--- src/rtl/seg7_pkg.sv ---
// Shared types and constants for the multiplexed 7-segment scanner:
// scan FSM encoding, PWM wrap value and the hex-to-segment table.
package seg7_pkg;

   typedef enum logic [1:0] {
      BLANK  = 2'd0,
      SELECT = 2'd1,
      ON     = 2'd2
   } scanState_t;

   // pwm_cnt runs 0..PWM_MAX, so brightness 15 keeps segments lit continuously
   localparam logic [3:0] PWM_MAX = 4'd14;

   // Active-high segment patterns, bit6 = a .. bit0 = g, indexed by nibble
   localparam logic [6:0] SEG_TABLE [16] = '{
      7'b1111110, 7'b0110000, 7'b1101101, 7'b1111001,
      7'b0110011, 7'b1011011, 7'b1011111, 7'b1110000,
      7'b1111111, 7'b1111011, 7'b1110111, 7'b0011111,
      7'b1001110, 7'b0111101, 7'b1001111, 7'b1000111
   };

endpackage

--- src/rtl/seg7_hex_decode.sv ---
// Combinational nibble to active-high abcdefg segment pattern.
module seg7_hex_decode
   import seg7_pkg::*;
(
   input  logic [3:0] nibble,
   output logic [6:0] pattern
);

   assign pattern = SEG_TABLE[nibble];

endmodule

--- src/rtl/seg7_scan_ctrl.sv ---
// Multiplexed 7-segment scanner: tick-enabled BLANK/SELECT/ON scan over the
// enabled digits, shadow-latched digit data, PWM dimming and output polarity.
module seg7_scan_ctrl
   import seg7_pkg::*;
#(
   parameter int NUM_DIGITS     = 8,
   parameter int CLK_DIV        = 330,
   parameter int BLANK_TICKS    = 3,
   parameter int ON_TICKS       = 50,
   parameter bit SEG_ACTIVE_LOW = 1'b1,
   parameter bit AN_ACTIVE_LOW  = 1'b1
)(
   input  logic                    clk,
   input  logic                    rstn,
   input  logic [4*NUM_DIGITS-1:0] hex_data,
   input  logic [NUM_DIGITS-1:0]   dp_in,
   input  logic [NUM_DIGITS-1:0]   digit_en,
   input  logic [3:0]              brightness,
   output logic [6:0]              seg,
   output logic                    dp,
   output logic [NUM_DIGITS-1:0]   an,
   output logic [((NUM_DIGITS > 1) ? $clog2(NUM_DIGITS) : 1)-1:0] scan_idx,
   output logic                    frame_done
);

   localparam int IDX_W  = (NUM_DIGITS > 1) ? $clog2(NUM_DIGITS) : 1;
   localparam int DIV_W  = $clog2(CLK_DIV);
   localparam int PH_MAX = (BLANK_TICKS > ON_TICKS) ? BLANK_TICKS : ON_TICKS;
   localparam int PH_W   = (PH_MAX > 1) ? $clog2(PH_MAX) : 1;

   localparam logic [NUM_DIGITS-1:0] AN_IDLE  = {NUM_DIGITS{AN_ACTIVE_LOW}};
   localparam logic [6:0]            SEG_IDLE = {7{SEG_ACTIVE_LOW}};

   logic [DIV_W-1:0]       divCnt;
   logic                   tick;
   scanState_t             state, stateNext;
   logic [PH_W-1:0]        phaseCnt, phaseNext;
   logic [IDX_W-1:0]       idx, idxNext, nextEnIdx;
   logic [2**IDX_W-1:0]    enPad;
   logic                   anyEn, anyAbove;
   logic                   latchShadow, frameEnd;
   logic [3:0]             selHex, shadowHex, pwmCnt;
   logic                   selDp, shadowDp;
   logic [6:0]             segPattern;
   logic [NUM_DIGITS-1:0]  anSel;
   logic                   lit, segOn;

   // Scan tick: one clk in every CLK_DIV
   always_ff @(posedge clk or negedge rstn) begin
      if (!rstn) begin
         divCnt <= '0;
      end else if (tick) begin
         divCnt <= '0;
      end else begin
         divCnt <= divCnt + DIV_W'(1);
      end
   end

   assign tick = (divCnt == DIV_W'(CLK_DIV - 1));

   // Free-running PWM phase, independent of the scan tick
   always_ff @(posedge clk or negedge rstn) begin
      if (!rstn) begin
         pwmCnt <= '0;
      end else if (pwmCnt == PWM_MAX) begin
         pwmCnt <= '0;
      end else begin
         pwmCnt <= pwmCnt + 4'd1;
      end
   end

   // Next enabled digit after idx, searched cyclically; the padding bits stay
   // zero so a non-power-of-two digit count never selects a phantom digit.
   assign enPad = (2**IDX_W)'(digit_en);
   assign anyEn = |digit_en;

   always_comb begin
      nextEnIdx = idx;
      anyAbove  = 1'b0;
      selHex    = '0;
      selDp     = 1'b0;
      for (int j = NUM_DIGITS; j >= 1; j--) begin
         if (enPad[IDX_W'((int'(idx) + j) % NUM_DIGITS)]) begin
            nextEnIdx = IDX_W'((int'(idx) + j) % NUM_DIGITS);
         end
      end
      for (int i = 0; i < NUM_DIGITS; i++) begin
         if (i > int'(idx) && digit_en[i]) begin
            anyAbove = 1'b1;
         end
         if (nextEnIdx == IDX_W'(i)) begin
            selHex = hex_data[4*i +: 4];
            selDp  = dp_in[i];
         end
      end
   end

   always_ff @(posedge clk or negedge rstn) begin
      if (!rstn) begin
         state    <= BLANK;
         phaseCnt <= '0;
         idx      <= IDX_W'(NUM_DIGITS - 1);
      end else begin
         state    <= stateNext;
         phaseCnt <= phaseNext;
         idx      <= idxNext;
      end
   end

   always_comb begin
      stateNext   = state;
      phaseNext   = phaseCnt;
      idxNext     = idx;
      latchShadow = 1'b0;
      frameEnd    = 1'b0;
      if (tick) begin
         unique case (state)
            BLANK: begin
               // With nothing enabled the blanking phase simply parks
               if (anyEn) begin
                  if (phaseCnt == PH_W'(BLANK_TICKS - 1)) begin
                     stateNext = SELECT;
                     phaseNext = '0;
                  end else begin
                     phaseNext = phaseCnt + PH_W'(1);
                  end
               end
            end
            SELECT: begin
               if (anyEn) begin
                  idxNext     = nextEnIdx;
                  latchShadow = 1'b1;
                  stateNext   = ON;
               end else begin
                  stateNext = BLANK;
               end
            end
            ON: begin
               if (phaseCnt == PH_W'(ON_TICKS - 1)) begin
                  stateNext = BLANK;
                  phaseNext = '0;
                  frameEnd  = !anyAbove;
               end else begin
                  phaseNext = phaseCnt + PH_W'(1);
               end
            end
            default: begin
               stateNext = BLANK;
               phaseNext = '0;
            end
         endcase
      end
   end

   // Shadow copy keeps the lit digit stable while software rewrites inputs
   always_ff @(posedge clk) begin
      if (latchShadow) begin
         shadowHex <= selHex;
         shadowDp  <= selDp;
      end
   end

   seg7_hex_decode uDecode (
      .nibble  (shadowHex),
      .pattern (segPattern)
   );

   assign anSel = NUM_DIGITS'(1) << idx;
   assign lit   = (state == ON);
   assign segOn = lit && (pwmCnt < brightness);

   always_ff @(posedge clk or negedge rstn) begin
      if (!rstn) begin
         an         <= AN_IDLE;
         seg        <= SEG_IDLE;
         dp         <= SEG_ACTIVE_LOW;
         scan_idx   <= '0;
         frame_done <= 1'b0;
      end else begin
         an         <= (lit ? anSel : '0) ^ AN_IDLE;
         seg        <= (segOn ? segPattern : 7'b0) ^ SEG_IDLE;
         dp         <= (segOn & shadowDp) ^ SEG_ACTIVE_LOW;
         frame_done <= frameEnd;
         if (lit) begin
            scan_idx <= idx;
         end
      end
   end

endmodule

--- config.mk ---
export PLATFORM = sky130hd
export DESIGN_NAME = seg7_scan_ctrl
export DESIGN_NICKNAME = d
export VERILOG_FILES = /design/src/rtl/seg7_pkg.sv /design/src/rtl/seg7_hex_decode.sv /design/src/rtl/seg7_scan_ctrl.sv
export SDC_FILE = /design/constraint.sdc
export NUM_CORES = 1
export LEC_CHECK = 0
export BUFFER_PORTS_ARGS = -buffer_cell sky130_fd_sc_hd__buf_2
export CORE_ASPECT_RATIO = 0.7
export CORE_MARGIN = 2
export CORE_UTILIZATION = 45
export CTS_CLUSTER_SIZE = 25
export DETAILED_ROUTE_END_ITERATION = 8
export GPL_ROUTABILITY_DRIVEN = 1
export PLACE_DENSITY_LB_ADDON = 0.2
export SYNTH_ARGS = -nofsm -noshare
export SYNTH_HDL_FRONTEND = slang
export SYNTH_SLANG_ARGS = --single-unit
--- constraint.sdc ---
create_clock -name clk -period 4.75 [get_ports clk]
set_input_delay 0.475 -clock clk [delete_from_list [all_inputs] [get_ports clk]]
set_output_delay 0.475 -clock clk [all_outputs]
set_load 0.01 [all_outputs]
---- Word-level counts from Yosys, hierarchy flattened ----
Memory sizes are Yosys's and may differ from the RTL's.
Index checks and enable logic that the tools add are counted.
word-level totals
  bits in registers ....................... 49
  ROM bits ................................ 112
  bits of input ports ..................... 54
  output and inout port bits .............. 20
  word-level logic and storage cells ...... 155
  memories ................................ 1
operators by class
  add/sub/neg operators ................... 11
  magnitude comparators ................... 17
  equality and inequality tests ........... 16
  shift operators ......................... 1
  muxes and demuxes ....................... 76
  bitwise logic cells ..................... 6
  reductions and logical operators ........ 15
memories
  name              depth  bits a word  read ports  clocked after memory_dff  write ports  RTL line              text
  (name not given)  16     7            1           0                         0            seg7_hex_decode.sv:9  assign pattern = SEG_TABLE[nibble];
operators by type and width
  operator               count
  $lt A3 B5 Y1 const B   8
  $mux W1                37
  $mux W4                9
  $bmux W1 S3            8
  $mux W3                8
  $mux W7                3
  $mux W6                3
  $pmux W6 S3            1
  $add A3 B3 Y3 const B  4
  $eq A3 B3 Y1 const B   4
  $gt A3 B3 Y1 const A   4
  $add A9 B1 Y9 const B  1
  $eq A9 B9 Y1 const B   1
  $mux W9                1
  $logic_and A1 B1 Y1    8
  $mux W2                4
  $mux W8                1
  $not A8 Y8             1
  $reduce_or A8 Y1       1
  $shl A1 B3 Y8 const A  1
  $not A7 Y7             1
  $add A3 B1 Y3 const B  2
  $add A3 B2 Y3 const B  2
  $add A6 B1 Y6 const B  1
  other kinds (23)       28

---- Depth between registers and ports, before layout ----
Gate-level depths: netlist of the first run.
  depth after elaboration ................. 21
  gate-level depth with buffers ........... 15
  depth with buffers taken out ............ 10

---- Hierarchy ----
Synthesis of the first run repeated with hierarchy kept, for this count alone.
second synthesis, totals
  cell total of the unflattened synthesis .. 399
  area total of the unflattened synthesis .. 3935.0 µm²
modules (own cells, without submodules)
  module           instances  cells each  area an instance (µm²)  seq. area each (µm²)
  seg7_scan_ctrl   1          366         3648.5                  1275.0
  seg7_hex_decode  1          33          286.5                   0.0

---- Worst setup path after synthesis of the first run ----
OpenSTA, ideal clock, no wires.
  path kind ............................... register -> register
  start point ............................. reg idx[0]
  end point ............................... reg shadowDp, data pin
  library setup time ...................... 0.260 ns
  arrival time ............................ 3.502 ns
  required time ........................... 4.490 ns
  path slack .............................. 0.989 ns
  stages on the path, launching flop included .. 15
  buffers on the path ..................... 4
  clock period less this slack ............ 3.761 ns
  cells stage by stage .................... dfstp_2 buf_6 buf_6 buf_2 inv_1 ha_1 clkbuf_1 mux4_2 a222oi_1 nand2_1 o21ai_1 a31oi_1 o21ai_1 o21a_1 mux2_2
between the ends
  cells in the longest elaborated chain, start to end .. 21
  elaborated cells between the ends (all ways) .. 56
  those cells by class .................... add/sub: 8; eq/ne: 7; mux: 40; reduce/logical: 1
ends and longest elaborated chain
  item                                        RTL line                                    text
  start, declared                             seg7_scan_ctrl.sv:38                        logic [IDX_W-1:0] idx, idxNext, nextEnIdx;
  start signal, assigned                      seg7_scan_ctrl.sv:102                       idx <= IDX_W'(NUM_DIGITS - 1);
  start signal, assigned                      seg7_scan_ctrl.sv:106                       idx <= idxNext;
  $add A3 B1 Y3                               seg7_scan_ctrl.sv:83, seg7_scan_ctrl.sv:84
  $bmux W1 S3                                 seg7_scan_ctrl.sv:83                        if (enPad[IDX_W'((int'(idx) + j) % NUM_DIGITS)]) begin
  $mux W1 (implied by the code) (2 in a row)  seg7_scan_ctrl.sv:83
  $mux W3 (7 in a row)                        seg7_scan_ctrl.sv:83
  $mux W3 *                                   seg7_scan_ctrl.sv:83
  $logic_not A3 Y1                            seg7_scan_ctrl.sv:91                        if (nextEnIdx == IDX_W'(i)) begin
  $mux W1 (7 in a row)                        seg7_scan_ctrl.sv:91
  $mux W1 *                                   seg7_scan_ctrl.sv:91
  via selDp                                   seg7_scan_ctrl.sv:43                        logic selDp, shadowDp;
  end signal, assigned                        seg7_scan_ctrl.sv:159                       shadowDp <= selDp;
  end, declared                               seg7_scan_ctrl.sv:43
Mark *: on every way through the listed nets, which the timed path passes. The rest lies on a longest branch. The select of a mux whose other input is x is not followed.
A chain may end at the register's enable or synchronous reset.

---- Worst setup path in the final report of the first run ----
  start point ............................. reg idx[1]
  end point ............................... reg shadowHex[0], data pin
between the ends
  cells in the longest elaborated chain, start to end .. 21
  elaborated cells between the ends (all ways) .. 56
  those cells by class .................... add/sub: 8; eq/ne: 7; mux: 40; reduce/logical: 1
ends and longest elaborated chain
  item                                        RTL line                                    text
  $add A3 B1 Y3                               seg7_scan_ctrl.sv:83, seg7_scan_ctrl.sv:84
  $bmux W1 S3                                 seg7_scan_ctrl.sv:83
  $mux W1 (implied by the code) (2 in a row)  seg7_scan_ctrl.sv:83
  $mux W3 (7 in a row)                        seg7_scan_ctrl.sv:83
  $mux W3 *                                   seg7_scan_ctrl.sv:83
  $logic_not A3 Y1                            seg7_scan_ctrl.sv:91
  $mux W4 (7 in a row)                        seg7_scan_ctrl.sv:91
  $mux W4 *                                   seg7_scan_ctrl.sv:91
  via selHex[0]                               seg7_scan_ctrl.sv:42                        logic [3:0] selHex, shadowHex, pwmCnt;
  end signal, assigned                        seg7_scan_ctrl.sv:158                       shadowHex <= selHex;
  end, declared                               seg7_scan_ctrl.sv:42
Marked as above.

==> flow_metrics.env, run 1 <==
export IMPL_synth_top_family_by_area="multiplexers"
export IMPL_hold_path_class="primary input to async pin"
export IMPL_cts_root_buf="clkbuf_16"
export IMPL_die_area_um2=8840
export IMPL_row_count=27
export IMPL_cts_resized=0
export IMPL_final_cells=534
export IMPL_slowest_delay_ns=0.71
export IMPL_final_area_um2=4220
export IMPL_critPathMaxFanout=20
export IMPL_tightest_slew_ns=0.949
export IMPL_viasPerCell=5.45
export IMPL_synthXorXnorAreaFrac_pct=2.61
export IMPL_clk_pin_slew_ns=0.06
export IMPL_critPathCaptureType="flip-flop"
export IMPL_cp_common_cell="mux2i_1"
export IMPL_place_inst=526
export IMPL_dieWidth_um=112
export IMPL_synth_simple_area_share_pct=13.7
export IMPL_seq_area_frac_synth_pct=35.0
export IMPL_antennaDiodeCount=0
export IMPL_post_cts_setup_buffers=0
export IMPL_drt_wl_total_um=7940
export IMPL_ys_types=52
export IMPL_maxCapViolCount=0
export IMPL_drive_gt1_share_pct=30.3
export IMPL_syn_inst=366
export IMPL_gp_congestion=0.945
export IMPL_layout_common_cells="buf_2, mux2i_1, nand2_1"
export IMPL_fin_skew_ns=0.00461
export IMPL_wire_per_inst_um=14.9
export IMPL_synth_adder_area_share_pct=8.59
export IMPL_dpl_cell_area_um2=4070
export IMPL_ir_worst_vdd_mv=0.125
export IMPL_cts_buffer_depth=2
export IMPL_rsz0062_at_grt="no"
export IMPL_startpoint_type="flip-flop"
export IMPL_cts_sinks=49
export IMPL_post_synth_cell_area_avg_um2=9.95
export IMPL_synth_edff_count=5
export IMPL_path_cells="inv_1 -> ha_1 -> mux4_2 -> mux2i_1 -> o2111ai_1 -> nand3_1 -> xnor2_2 -> buf_4 -> mux2i_1 -> mux2i_1 -> mux2_2"
export IMPL_port_buffers=73
export IMPL_antenna_found_initial=0
export IMPL_firstDrtPassIters=4
export IMPL_grt_pass1_wl_um=13300
export IMPL_core_area_um2=7870
export IMPL_htree_levels=2
export IMPL_worstSkewPairLatency_ns=0.29
export IMPL_start_util_pct=46.3
export IMPL_area_growth_pct=15.7
export IMPL_cts_tree="done"
export IMPL_critPathKind="flip-flop to flip-flop"
export IMPL_leakage_nw=1.88
export IMPL_cp_required_ns=4.79
export IMPL_grt_pass1_vias=2626
export IMPL_layout_commonest_cell="buf_2"
export IMPL_setup_tns_ns=0
export IMPL_dieHeight_um=79.3
export IMPL_outcome="complete, no violations"
export IMPL_crit_family="multiplexers"
export IMPL_dp_hpwl_um=6130
export IMPL_synthFlopType="dfrtp_1"
export IMPL_synth_fp_nets=445
export IMPL_synth_mux_area_share_pct=22.7
export IMPL_io_pins=74
export IMPL_drv_slew=0
export IMPL_vias=2908
export IMPL_post_place_ws_ns=0.951
export IMPL_hold_ws_ns=0.337
export IMPL_fin_crit_sh_pct=80.1
export IMPL_grt_usage_pct=18.4
export IMPL_ant_nets=0
export IMPL_synthArstFlopShare_pct=89.8
export IMPL_ys_ff_latch=49
export IMPL_cp_slowest_cell="dfstp_2"
export IMPL_fin_crit_ns=3.80
export IMPL_grt_overflow=0
export IMPL_cts_hold_buf=0
export IMPL_drtIter0Drc=215
export IMPL_grt_max_degree=45
export IMPL_layout_nets=511
export IMPL_finalHoldViolCount=0
export IMPL_finalWorstSetupSlack_ns=0.946
export IMPL_slew_limit_headroom_pct=36.7
export IMPL_synthesis_area_um2=3640
export IMPL_max_freq_ghz=0.263
export IMPL_synth_compound_area_share_pct=12.4
export IMPL_critPathArrivalTime_ns=3.84
export IMPL_power_density_nw_per_um2=212
export IMPL_cts_made_buffers=5
export IMPL_drc_errors=0
export IMPL_yosysWarnings=0
export IMPL_finalSetupViolations=0
export IMPL_path_buf_inv=2
-- Yosys cell counts, drive strengths merged, types with 3 or more instances --
cell type / n / area (µm²)
ha: 25 / 313
nand2: 41 / 154
edfxtp: 5 / 150
xnor2: 7 / 68.8
a31oi: 4 / 25.0
dfstp: 19 / 499
inv: 22 / 82.6
o21ai: 22 / 110
mux2i: 43 / 430
buf: 6 / 53.8
o311ai: 4 / 35.0
xor2: 3 / 26.3
a21oi: 10 / 53.8
dfrtp: 25 / 626
nor2b: 6 / 37.5
nand3: 18 / 90.1
o31ai: 3 / 22.5
a211oi: 3 / 22.5
or4: 4 / 30.0
o211ai: 4 / 35.0
mux4: 12 / 270
mux2: 11 / 128
nor2: 25 / 93.8
a21o: 5 / 37.5
clkbuf: 12 / 45.0
nand2b: 7 / 43.8
-- per-layer routing --
layer	track usage [%]	vias to the layer above	wire length [µm]
met3	2.90	7	529
met1	29.1	1367	4180
met4	4.44	0	76
li1	-	1444	-
met5	0	-	0
met2	25.9	90	3150
-- state kept, by name, summed over array words and instances, names as in the netlist --
name        count
an              8
shadowHex       4
frame_done      1
idx             3
pwmCnt          4
seg             7
dp              1
state           2
phaseCnt        6
shadowDp        1
scan_idx        3
divCnt          9
-- metrics by stage --
step / power [mW] / utilization (%)
floorplan: 0.509 / -
global placement: 0.553 / 51.8
detailed placement: 0.555 / 51.8
CTS: 0.903 / 53.6
global route: 0.930 / 53.6
finish: 0.895 / 53.6
-- logic make-up (layout without fill, tap and decap cells) --
logic type | Yosys count | count (layout)
simple gates | 108 | 108
buf+inv | 40 | 107
flops | 49 | 49
mux | 66 | 66
compound gates | 68 | 68
fa+ha+maj | 25 | 25
xor+xnor | 10 | 10
-- worst paths after layout --
path | start | endpoint | slack [ns] | cells past startpoint
setup / recovery | idx[1] | shadowHex[0] | 0.95 | 11
hold / removal | rstn | phaseCnt[2] | 0.34 | 1
setup reg to reg | idx[1] | shadowHex[0] | 0.95 | 11
hold reg to reg | shadowDp | dp | 0.41 | 1
max in group asynchronous | rstn | divCnt[1] | 3.82 | 1
min in group clk | shadowDp | dp | 0.41 | 1
-- final cells by class --
class	instances	area [µm²]
inverter	22	82.6
multi-input combinational	277	2190
clock inverter	2	13.8
sequential	49	1270
tap	101	126
fill	708	3650
clock buffer	6	129
timing repair buffer	77	395
-- power breakdown --
| part | switching [mW] | leakage (nW) | internal (mW) | total, mW |
|---|---|---|---|---|
| sequential | 0.00118 | 0.563 | 0.428 | 0.429 |
| clock | 0.151 | 0.0712 | 0.196 | 0.347 |
| combinational | 0.0589 | 1.25 | 0.0598 | 0.119 |
(Power assumes the default switching activity.)
==> inputs of run 2 (changes only) <==
clock period = 3.7 ns   (was 4.75 ns; I/O delays follow)
==> run 2 against run 1 <==
  * Non-clock buffer count up 5
  * Hold slack worse by 0.11 ns
  * Core utilization up 1.4 points
  * Final area up 2.7%
  * Clock power up 36%
  * Via count up 3.4%
  * Total power up 33%
  * Register-to-register slack worse by 0.75 ns
  * First-iteration DRC count down 1.9%
  * Flip-flop and latch count unchanged
==> flow_metrics.env, run 2 (synthesized netlist as in run 1, its figures left out) <==
export IMPL_outcome="complete, no violations"
export IMPL_cts_made_buffers=5
export IMPL_place_inst=530
export IMPL_vias=3008
export IMPL_fin_crit_sh_pct=94.8
export IMPL_slowest_delay_ns=0.56
export IMPL_setup_tns_ns=0
export IMPL_drv_slew=0
export IMPL_largest_reg_flops=9
export IMPL_cts_sinks=49
export IMPL_dieHeight_um=79.3
export IMPL_leakage_nw=1.92
export IMPL_hold_path_class="primary input to async pin"
export IMPL_ant_nets=0
export IMPL_dieWidth_um=112
export IMPL_cts_tree="done"
export IMPL_antennaDiodeCount=0
export IMPL_rrSetupSlack_ns=0.19
export IMPL_critPathCaptureType="flip-flop"
export IMPL_die_area_um2=8840
export IMPL_maxCapViolCount=0
export IMPL_grt_max_degree=45
export IMPL_power_density_nw_per_um2=275
export IMPL_drc_errors=0
export IMPL_port_buffers=73
export IMPL_tightest_slew_ns=0.964
export IMPL_firstDrtPassIters=4
export IMPL_rsz0062_at_grt="no"
export IMPL_final_cells=539
export IMPL_viasPerCell=5.58
export IMPL_critPathKind="flip-flop to flip-flop"
export IMPL_finalSetupViolations=0
export IMPL_gp_congestion=0.929
export IMPL_post_place_ws_ns=0.153
export IMPL_cts_hold_buf=0
export IMPL_rr_worst_depth=10
export IMPL_cts_resized=0
export IMPL_clk_pin_slew_ns=0.07
export IMPL_clkPwrFrac_pct=39.7
export IMPL_drive_gt1_share_pct=31.7
export IMPL_cts_root_buf="clkbuf_16"
export IMPL_pwr_share_seq_pct=46.4
export IMPL_r2r_end="shadowHex[0]"
export IMPL_grt_pass1_vias=2810
export IMPL_power_switching_mw=0.301
export IMPL_area_growth_pct=18.9
export IMPL_finalHoldViolCount=0
export IMPL_cp_slowest_cell="dfstp_2"
export IMPL_start_util_pct=46.3
export IMPL_drtIter0Drc=211
export IMPL_p_comb_share_pct=13.9
export IMPL_grt_pass1_wl_um=14100
export IMPL_p_int_mw=0.887
export IMPL_antenna_found_initial=0
export IMPL_wire_per_inst_um=16.1
export IMPL_critPathMaxFanout=7
export IMPL_cp_required_ns=3.75
export IMPL_top_regs="divCnt x9, an x8, seg x7"
export IMPL_dp_hpwl_um=6430
export IMPL_critPathArrivalTime_ns=3.56
export IMPL_grt_usage_pct=19.6
export IMPL_io_pins=74
export IMPL_path_cells="inv_1 -> ha_2 -> mux4_2 -> a222oi_1 -> nand2_1 -> o21ai_1 -> a31oi_1 -> o21ai_1 -> o21a_1 -> mux2_2"
export IMPL_r2r_start="idx[0]"
export IMPL_finalWorstSetupSlack_ns=0.191
export IMPL_p_total_mw=1.19
export IMPL_layout_common_cells="buf_2, mux2i_1, nand2_1"
export IMPL_slew_limit_headroom_pct=35.7
export IMPL_cts_buffer_depth=2
export IMPL_ir_worst_vdd_mv=0.184
export IMPL_max_freq_ghz=0.285
export IMPL_top_register="divCnt"
export IMPL_fin_skew_ns=0.00732
export IMPL_fill_cells=702
export IMPL_worstSkewPairLatency_ns=0.29
export IMPL_htree_levels=2
export IMPL_startpoint_type="flip-flop"
export IMPL_fin_crit_ns=3.51
export IMPL_switching_share_pct=25.4
export IMPL_core_area_um2=7870
export IMPL_post_cts_setup_buffers=0
export IMPL_cp_common_cell="o21ai_1"
export IMPL_layout_commonest_cell="buf_2"
export IMPL_layout_nets=516
export IMPL_grt_overflow=0
export IMPL_drt_wl_total_um=8670
export IMPL_row_count=27
==> run 2: critical path: cells and delay by family (launching register included) <==
kind,cells,cell delay (ns)
mux,2,0.76
buf+inv,1,0.06
compound gates,5,1.38
flops,1,0.56
fa+ha+maj,1,0.42
simple gates,1,0.10
==> run 2: stage by stage <==
stage | hold slack, ns | util (%) | cell area, µm²
after CTS | 0.266 | 54.4 | 4280
after floorplan | 0.0744 | - | 3640
after detailed placement | 0.387 | 52.5 | 4130
after global placement | 0.380 | 52.5 | 4130
final | 0.224 | 55.0 | 4330
after global routing | 0.314 | 55.0 | 4330
==> run 2: power by group through the flow <==
stage / combinational, mW / sequential (mW) / clock, mW
floorplan: 0.0920 / 0.562 / 0
global placement: 0.152 / 0.561 / 0
detailed placement: 0.158 / 0.561 / 0
CTS: 0.159 / 0.551 / 0.485
global route: 0.181 / 0.551 / 0.508
finish: 0.165 / 0.551 / 0.472
==> run 2: worst max path at each step <==
stage,start,end,slack (ns),cells past startpoint
floorplan,idx[2],shadowHex[3],0.03,13
global placement,idx[0],shadowDp,0.29,10
detailed placement,idx[0],shadowHex[1],0.15,12
CTS,idx[0],shadowHex[1],0.15,12
global route,idx[0],shadowDp,0.02,12
finish,idx[0],shadowHex[0],0.19,10
==> run 2: layer usage <==
layer | track usage, % | routed length, µm
met4 | 5.19 | 56
met3 | 3.51 | 501
met5 | 0 | 0
met1 | 30.8 | 4450
met2 | 27.6 | 3660
==> run 2: cell type report <==
type / count / area [µm²] / share of cell area, %
clock inverter: 3 / 25.0 / 0.578
inverter: 22 / 82.6 / 1.91
tap: 101 / 126 / 2.92
timing repair buffer: 82 / 475 / 11.0
clock buffer: 5 / 125 / 2.89
sequential: 49 / 1270 / 29.4
multi-input combinational: 277 / 2220 / 51.3
==> inputs of run 3 (changes only) <==
GPL_TIMING_DRIVEN = 0   (was not set)
==> run 3 against run 2 <==
  * Clock skew rose by 0.00074 ns
  * Register-to-register slack got worse by 0.09 ns
  * Final area rose by 5.9%
  * Hold slack improved by 0.0019 ns
  * Largest power group unchanged
  * Cell count rose by 4.8%
  * Sequential share of layout area fell by 1.5 points
  * Setup slack got worse by 0.094 ns
  * Flip-flop and latch count did not move
  * Maximum frequency fell by 2.6%
  * Critical path depth rose by 1
  * Via count rose by 1.4%
==> flow_metrics.env, run 3 (synthesized netlist as in run 1, its figures left out) <==
export IMPL_outcome="complete, no violations"
export IMPL_io_pins=74
export IMPL_fin_skew_ns=0.00806
export IMPL_tightest_slew_ns=0.947
export IMPL_dp_hpwl_um=6310
export IMPL_drive_gt1_share_pct=36.0
export IMPL_start_util_pct=46.3
export IMPL_fin_crit_sh_pct=97.4
export IMPL_antenna_found_initial=0
export IMPL_multi_input_area_um2=2270
export IMPL_grt_max_degree=45
export IMPL_drt_wl_total_um=8500
export IMPL_leakage_nw=2.00
export IMPL_p_total_mw=1.18
export IMPL_vias=3051
export IMPL_fin_util_pct=58.2
export IMPL_fill_cells=695
export IMPL_cts_hold_buf=0
export IMPL_layout_nets=542
export IMPL_critPathMaxFanout=16
export IMPL_cts_buffer_depth=2
export IMPL_finalHoldViolCount=0
export IMPL_grt_pass1_wl_um=13800
export IMPL_wire_per_inst_um=15.0
export IMPL_worstSkewPairLatency_ns=0.29
export IMPL_grt_overflow=0
export IMPL_post_place_ws_ns=-0.675
export IMPL_ant_nets=0
export IMPL_largest_reg_flops=9
export IMPL_startpoint_type="flip-flop"
export IMPL_pwr_share_seq_pct=46.7
export IMPL_clk_pin_slew_ns=0.06
export IMPL_gp_congestion=0.854
export IMPL_firstDrtPassIters=4
export IMPL_layout_common_cells="buf_2, nand2_1, mux2i_1"
export IMPL_final_area_um2=4580
export IMPL_p_int_mw=0.895
export IMPL_p_comb_share_pct=15.1
export IMPL_grt_pass1_vias=2789
export IMPL_slew_limit_headroom_pct=36.9
export IMPL_dieWidth_um=112
export IMPL_antennaDiodeCount=0
export IMPL_ir_worst_vdd_mv=0.147
export IMPL_critPathCaptureType="flip-flop"
export IMPL_grt_usage_pct=19.1
export IMPL_layout_commonest_cell="buf_2"
export IMPL_viasPerCell=5.40
export IMPL_drc_errors=0
export IMPL_cts_sinks=49
export IMPL_regArea_um2=1280
export IMPL_cts_root_buf="clkbuf_16"
export IMPL_top_regs="divCnt x9, an x8, seg x7"
export IMPL_hold_path_class="primary input to async pin"
export IMPL_power_density_nw_per_um2=258
export IMPL_core_area_um2=7870
export IMPL_fin_crit_ns=3.60
export IMPL_drv_slew=0
export IMPL_setup_tns_ns=0
export IMPL_max_freq_ghz=0.278
export IMPL_row_count=27
export IMPL_cts_made_buffers=5
export IMPL_critPathArrivalTime_ns=3.64
export IMPL_finalWorstSetupSlack_ns=0.0979
export IMPL_critPathKind="flip-flop to flip-flop"
export IMPL_top_register="divCnt"
export IMPL_finalSetupViolations=0
export IMPL_area_growth_pct=25.8
export IMPL_die_area_um2=8840
export IMPL_dpl_cell_area_um2=4130
export IMPL_clkPwrFrac_pct=38.2
export IMPL_dieHeight_um=79.3
export IMPL_switching_share_pct=24.2
export IMPL_power_switching_mw=0.285
export IMPL_maxCapViolCount=0
export IMPL_port_buffers=71
export IMPL_drtIter0Drc=159
export IMPL_cts_tree="done"
export IMPL_cp_required_ns=3.74
export IMPL_htree_levels=2
run 3: changes by cell type in the layout (fill, tap and decap cells not counted), sizes merged:
cell / delta
clkinvlp: +2
inv: -2
clkbuf: +9
buf: +17
run 3: area by class of cell:
cell class              count  area share (%)
multi-input cells         277            49.5
flip-flops and latches     49            27.9
clock inverters             3           0.464
clock buffers               5            2.73
inverters                  22            1.97
well taps                 101            2.76
repair buffers             93            11.8
plain buffers              15            2.84
run 3: final timing paths:
kind | from | to | slack (ns) | depth (start not counted)
hold / removal | rstn | divCnt[3] | 0.23 | 1
max in group asynchronous | rstn | scan_idx[0] | 2.88 | 1
hold reg to reg | shadowDp | dp | 0.36 | 1
setup reg to reg | idx[1] | shadowHex[2] | 0.1 | 11
setup / recovery | idx[1] | shadowHex[2] | 0.1 | 11
min in group clk | shadowDp | dp | 0.36 | 1
run 3: power groups by stage:
stage                     Combinational, mW  Sequential [mW]  Clock [mW]
after floorplan                      0.0920            0.562           0
after global placement                0.151            0.561           0
after detailed placement              0.154            0.561           0
after CTS                             0.167            0.551       0.465
after global routing                  0.195            0.551       0.491
final                                 0.178            0.551       0.451
run 3: critical path, stage by stage (launching register included):
cell	delay (ns)
dfstp_4	0.72
clkinvlp_4	0.23
ha_4	0.33
buf_8	0.12
mux4_2	0.51
o2111ai_2	0.22
nand3_2	0.16
xnor2_4	0.28
buf_6	0.18
mux2i_2	0.23
mux2i_1	0.10
mux2_2	0.26
run 3: what timing repair did:
action | in CTS | in global routing
pin swaps | 4 | 7
endpoints found under the setup margin | 6 | 5
gates cloned | 1 | 1
gates resized for setup | 29 | 8
buffers inserted | 7 | 13
run 3: metrics by stage:
stage	hold slack (ns)	std cells
after floorplan	0.0744	366
after global placement	0.370	538
after detailed placement	0.360	538
after CTS	0.276	552
after global routing	0.329	565
final	0.226	565
run 3: metal layers:
metal  routed length [µm]  share of wire, %  global-route usage (%)  vias up
met4                   57              0.67                    3.95        0
met3                  425               5.0                    2.90        6
met1                 4250                50                    29.4     1448
met2                 3760                44                    28.4       84
met5                    0                 0                       0        -
li1                     -                 -                       -     1513
